## src/rtl/mux_rr_arbiter_pkg.sv

```systemverilog
// Shared encodings and sizes for the 4-source round-robin mux arbiter.
package mux_rr_arbiter_pkg;

  localparam int NREQ  = 4;
  localparam int SEL_W = 2;

  typedef enum logic {
    IDLE  = 1'b0,
    GRANT = 1'b1
  } state_t;

endpackage

```

## src/rtl/mux_rr_arbiter_pick4.sv

```systemverilog
// Wrap-around priority picker: first set request bit searching upward
// from (ptr+1) mod 4.
module rr_pick4
  import mux_rr_arbiter_pkg::*;
(
  input  logic [NREQ-1:0]  req,
  input  logic [SEL_W-1:0] ptr,
  output logic [SEL_W-1:0] win,
  output logic             any
);

  logic [SEL_W-1:0] idx;

  // Scan offsets 1..4 from the pointer; the first hit wins.
  always_comb begin
    win = '0;
    any = 1'b0;
    idx = '0;
    for (int k = 1; k <= NREQ; k++) begin
      idx = ptr + SEL_W'(k);
      if (!any && req[idx]) begin
        win = idx;
        any = 1'b1;
      end
    end
  end

endmodule

```

## src/rtl/mux_rr_arbiter.sv

```systemverilog
// Round-robin arbiter driving the select of a shared 4:1 mux. One grant at
// a time, held until done, requester withdrawal, or MAX_HOLD cycles.
//
//   state | meaning
//   IDLE  | no grant; arbitrate among pending requests
//   GRANT | one source owns the mux; count hold cycles
module mux_rr_arbiter
  import mux_rr_arbiter_pkg::*;
#(
  parameter int MAX_HOLD = 8,
  parameter int HOLD_W   = 4
) (
  input  logic              clk,
  input  logic              rst,
  input  logic [NREQ-1:0]   req,
  input  logic              done,
  output logic [NREQ-1:0]   gnt,
  output logic [SEL_W-1:0]  sel,
  output logic              valid,
  output logic              timeout
);

  localparam logic [HOLD_W-1:0] HOLD_LIMIT = HOLD_W'(MAX_HOLD);

  state_t            state, state_nxt;
  logic [HOLD_W-1:0] hold, hold_nxt;
  logic [SEL_W-1:0]  ptr, ptr_nxt;
  logic [SEL_W-1:0]  sel_nxt;
  logic [NREQ-1:0]   gnt_nxt;
  logic              valid_nxt;
  logic              timeout_nxt;
  logic [SEL_W-1:0]  win;
  logic              any;

  rr_pick4 u_pick (
    .req (req),
    .ptr (ptr),
    .win (win),
    .any (any)
  );

  // State register.
  always_ff @(posedge clk or posedge rst) begin
    if (rst) state <= IDLE;
    else     state <= state_nxt;
  end

  // Next-state and next-output decode; everything lands in registers.
  always_comb begin
    state_nxt   = state;
    hold_nxt    = hold;
    ptr_nxt     = ptr;
    sel_nxt     = sel;
    gnt_nxt     = gnt;
    valid_nxt   = valid;
    timeout_nxt = 1'b0;
    case (state)
      IDLE: begin
        gnt_nxt   = '0;
        valid_nxt = 1'b0;
        if (any) begin
          state_nxt = GRANT;
          gnt_nxt   = NREQ'(1) << win;
          sel_nxt   = win;
          valid_nxt = 1'b1;
          hold_nxt  = HOLD_W'(1);
          ptr_nxt   = win;
        end
      end
      GRANT: begin
        if (done || !req[sel] || (hold == HOLD_LIMIT)) begin
          // done wins over a coincident hold limit, so no timeout then.
          timeout_nxt = !done && req[sel];
          state_nxt   = IDLE;
          gnt_nxt     = '0;
          valid_nxt   = 1'b0;
          hold_nxt    = '0;
        end else begin
          hold_nxt = hold + HOLD_W'(1);
        end
      end
      default: begin
        state_nxt = IDLE;
        gnt_nxt   = '0;
        valid_nxt = 1'b0;
        hold_nxt  = '0;
      end
    endcase
  end

  // Output, pointer and hold registers.
  always_ff @(posedge clk or posedge rst) begin
    if (rst) begin
      gnt     <= '0;
      sel     <= '0;
      valid   <= 1'b0;
      timeout <= 1'b0;
      hold    <= '0;
      ptr     <= SEL_W'(3);
    end else begin
      gnt     <= gnt_nxt;
      sel     <= sel_nxt;
      valid   <= valid_nxt;
      timeout <= timeout_nxt;
      hold    <= hold_nxt;
      ptr     <= ptr_nxt;
    end
  end

endmodule

```

## config.mk

```make
export PLATFORM = sky130hd
export DESIGN_NAME = mux_rr_arbiter
export DESIGN_NICKNAME = d
export VERILOG_FILES = /design/src/rtl/mux_rr_arbiter_pkg.sv /design/src/rtl/mux_rr_arbiter_pick4.sv /design/src/rtl/mux_rr_arbiter.sv
export SDC_FILE = /design/constraint.sdc
export NUM_CORES = 1
export LEC_CHECK = 0
export CORE_UTILIZATION = 49
export CTS_CLUSTER_DIAMETER = 30
export DETAILED_ROUTE_END_ITERATION = 16
export GPL_ROUTABILITY_DRIVEN = 0
export PLACE_DENSITY_LB_ADDON = 0.2
export SYNTH_ARGS = -nofsm -noshare
export SYNTH_HDL_FRONTEND = slang
export SYNTH_SLANG_ARGS = --single-unit
```

## constraint.sdc

```tcl
create_clock -name clk -period 1.7 [get_ports clk]
set_input_delay 0.34 -clock clk [delete_from_list [all_inputs] [get_ports clk]]
set_output_delay 0.34 -clock clk [all_outputs]
set_load 0.02 [all_outputs]
```

==> out/metrics.yaml <==
clock_network:
  cts_tree: "done"
  cts_hold_repair.buffers: 0
  ctsRootBufferMaster: "sky130_fd_sc_hd__clkbuf_4"
  clk-insertion-delay-late_ns: 0.29
  clk_path_buf_depth: 2
  cts_max_level: 1
  cts_made_buffers: 3
  clk_pin_slew_worst_paths_ns: 0.10
  clock_sinks: 15
sta:
  setup_viol: 0
  worst_pin_slew_ns: 0.562
  min_period_over_period_pct: 96.2
  slew_headroom_pct: 62.5
  slew_viol_final: 0
  finClkSkew_ns: 0.00984
  finalWorstPathRequiredPeriod_ns: 1.64
  rsz0062_at_grt: "false"
  timing.final.hold_violations: 0
  maxClockFrequency_mhz: 612
cells_and_area:
  fillerInstances: 106
  ff_latch_area_um2: 378
  layout_commonest_cell: "sky130_fd_sc_hd__dfrtp_1"
  post_route_cells_drive_above_1_share_pct: 24.5
  multi_input_area_um2: 389
  final_nets: 116
  area.growth.synth_to_final_pct: 33.0
  most-common-layout-cells: "13 x sky130_fd_sc_hd__dfrtp_1, 12 x sky130_fd_sc_hd__clkdlybuf4s50_1, 11 x sky130_fd_sc_hd__buf_4"
  insertedDiodeCount: 0
  design_area_um2: 1060
setup_path:
  worst_setup_path_start_kind: "primary input"
  required_ns: 1.89
  worst-path-max-fanout: 7
  critPathLaunch: "req[3]"
  worst_ep_arrival_time_ns: 1.83
  critPathKind: "in2reg"
  regToRegStartpoint: "sel[0]"
  cp-end-kind: "register"
drt:
  avgRoutedWirePerCell_um: 14.2
  vias: 699
  drt_pre_antenna_iters: 4
  drt-total-wl_um: 1730
  drc: 0
  final_antenna_violating_net_count: 0
  number_of_violations_reported_at_the_end_of_detailed_routing_iteration_0: 16
  avgViaCountPerCell: 5.73
placement:
  post-dp-hpwl_um: 1290
  numPortBuffers: 14
  dpl-instance-area_um2: 1030
yosys:
  synth.cell_area_um2: 797
  synthCells: 78
  netlist-cell-type-count: 32
  syn_nets: 87
  post_synth.cell_area_avg_um2: 10.2
  number_of_synthesized_flops_with_an_enable_pin: 0
  yosys_warning_count: 0
  postSynth.asyncResetShare_pct: 100
  ys_ff_latch: 15
  synth_seq_area_share_pct: 47.4
  synth-main-ff-cell: "sky130_fd_sc_hd__dfrtp_1"
die:
  floorplan.die.height_um: 42.3
  floorplan.io_pins: 15
  die_w_um: 42.3
  placeableCoreArea_um2: 1510
  floorplan.initialDensity_pct: 52.9
  die_area_um2: 1790
  rows: 14
grt:
  grt_pass1_vias: 707
  grt_start_max_net_pins: 16
  wire_length_of_the_first_global_routing_pass_um: 3010
  grt_remaining_overflow: 0
  antenna_found_initial: 0
  gr-usage-all-layers_pct: 22.5
min_path:
  holdCritPathClass: "in2async"
job:
  maxCapViolations: 0
pwr:
  fin_total_pwr_mw: 1.59
  power_density_nw_per_um2: 1500
  peakVddDrop_mv: 1.05
  static-leakage-power_nw: 0.487
run_status:
  run_status: "complete, no violations"
-- where the power goes --
group          internal, mW  total, mW  leakage [nW]  switching, mW
clock                0.0897      0.214        0.0139          0.124
combinational         0.362      0.749         0.284          0.387
sequential            0.505      0.623         0.188          0.119
-- kinds of logic after synthesis --
kind of cell / synth area share (%)
muxes: 2.67
buffers and inverters: 3.77
adders and majority gates: 3.14
DFF: 47.4
AOI/OAI and AO/OA: 21.2
and+or+nand+nor: 21.8
-- what timing repair did --
item / 4_1_cts / 5_1_grt
cloned: 0 / 0
endpoints found under the setup margin: 1 / 1
setup buffers: 0 / 0
resized for setup: 1 / 1
pin swaps: 0 / 0
-- registers in the layout, indices dropped and copies added, names as in the netlist --
signal and cells:
ptr 2, gnt 4, hold 4, state 1, sel 2, valid 1
timeout 1
-- layer usage --
| layer | up-vias | GRT usage (%) | part of all wire [%] |
|---|---|---|---|
| met1 | 338 | 31.4 | 49 |
| li1 | 338 | - | - |
| met2 | 18 | 33.5 | 45 |
| met3 | 5 | 5.60 | 4.2 |
| met5 | - | 0 | 0 |
| met4 | 0 | 9.38 | 1.7 |
-- final cells by class --
class	count	share of cell area [%]
Inverter	5	1.77
Clock buffer	3	2.13
Sequential cell	15	35.7
Timing Repair Buffer	25	21.1
Multi-Input combinational cell	57	36.7
Tap cell	16	1.89
Clock inverter	1	0.708
-- synth_stat cells, types with 3 or more instances --
master / n / area [µm²]
sky130_fd_sc_hd__dfrtp_1: 13 / 325
sky130_fd_sc_hd__o21ai_0: 4 / 20.0
sky130_fd_sc_hd__nor2_1: 10 / 37.5
sky130_fd_sc_hd__o2bb2ai_1: 3 / 26.3
sky130_fd_sc_hd__inv_1: 5 / 18.8
sky130_fd_sc_hd__nand2_1: 5 / 18.8
sky130_fd_sc_hd__nand2b_1: 3 / 18.8
-- stage by stage --
step                      setup slack (ns)  cells  hold WS, ns  setup TNS (ns)  util, %
after floorplan                      0.128     78        0.240               0        -
after global placement              -0.215    118        0.467           -1.75     68.3
after detailed placement            -0.235    118        0.468           -2.04     68.3
after CTS                           0.0200    122        0.399               0     70.2
after global routing                0.0159    122        0.445               0     70.3
final                               0.0648    122        0.383               0     70.3
-- worst max-delay path, cell delays in order --
cell and delay, ns:
sky130_fd_sc_hd__clkdlybuf4s50_1 0.44, sky130_fd_sc_hd__buf_4 0.17, sky130_fd_sc_hd__mux2i_1 0.20, sky130_fd_sc_hd__a2bb2oi_2 0.26, sky130_fd_sc_hd__nor2_2 0.13, sky130_fd_sc_hd__a22o_2 0.28
-- final timing paths --
| check | to | slack, ns | depth (start not counted) |
|---|---|---|---|
| worst max-delay path | hold[1] | 0.06 | 6 |
| worst min-delay path | gnt[2] | 0.38 | 2 |
| worst max register to register | hold[1] | 0.16 | 4 |
| worst min register to register | valid | 0.49 | 1 |
| max in group asynchronous | ptr[0] | 0.94 | 2 |
| min in group clk | valid | 0.49 | 1 |
Note: power is estimated with default switching activity, not from simulation.
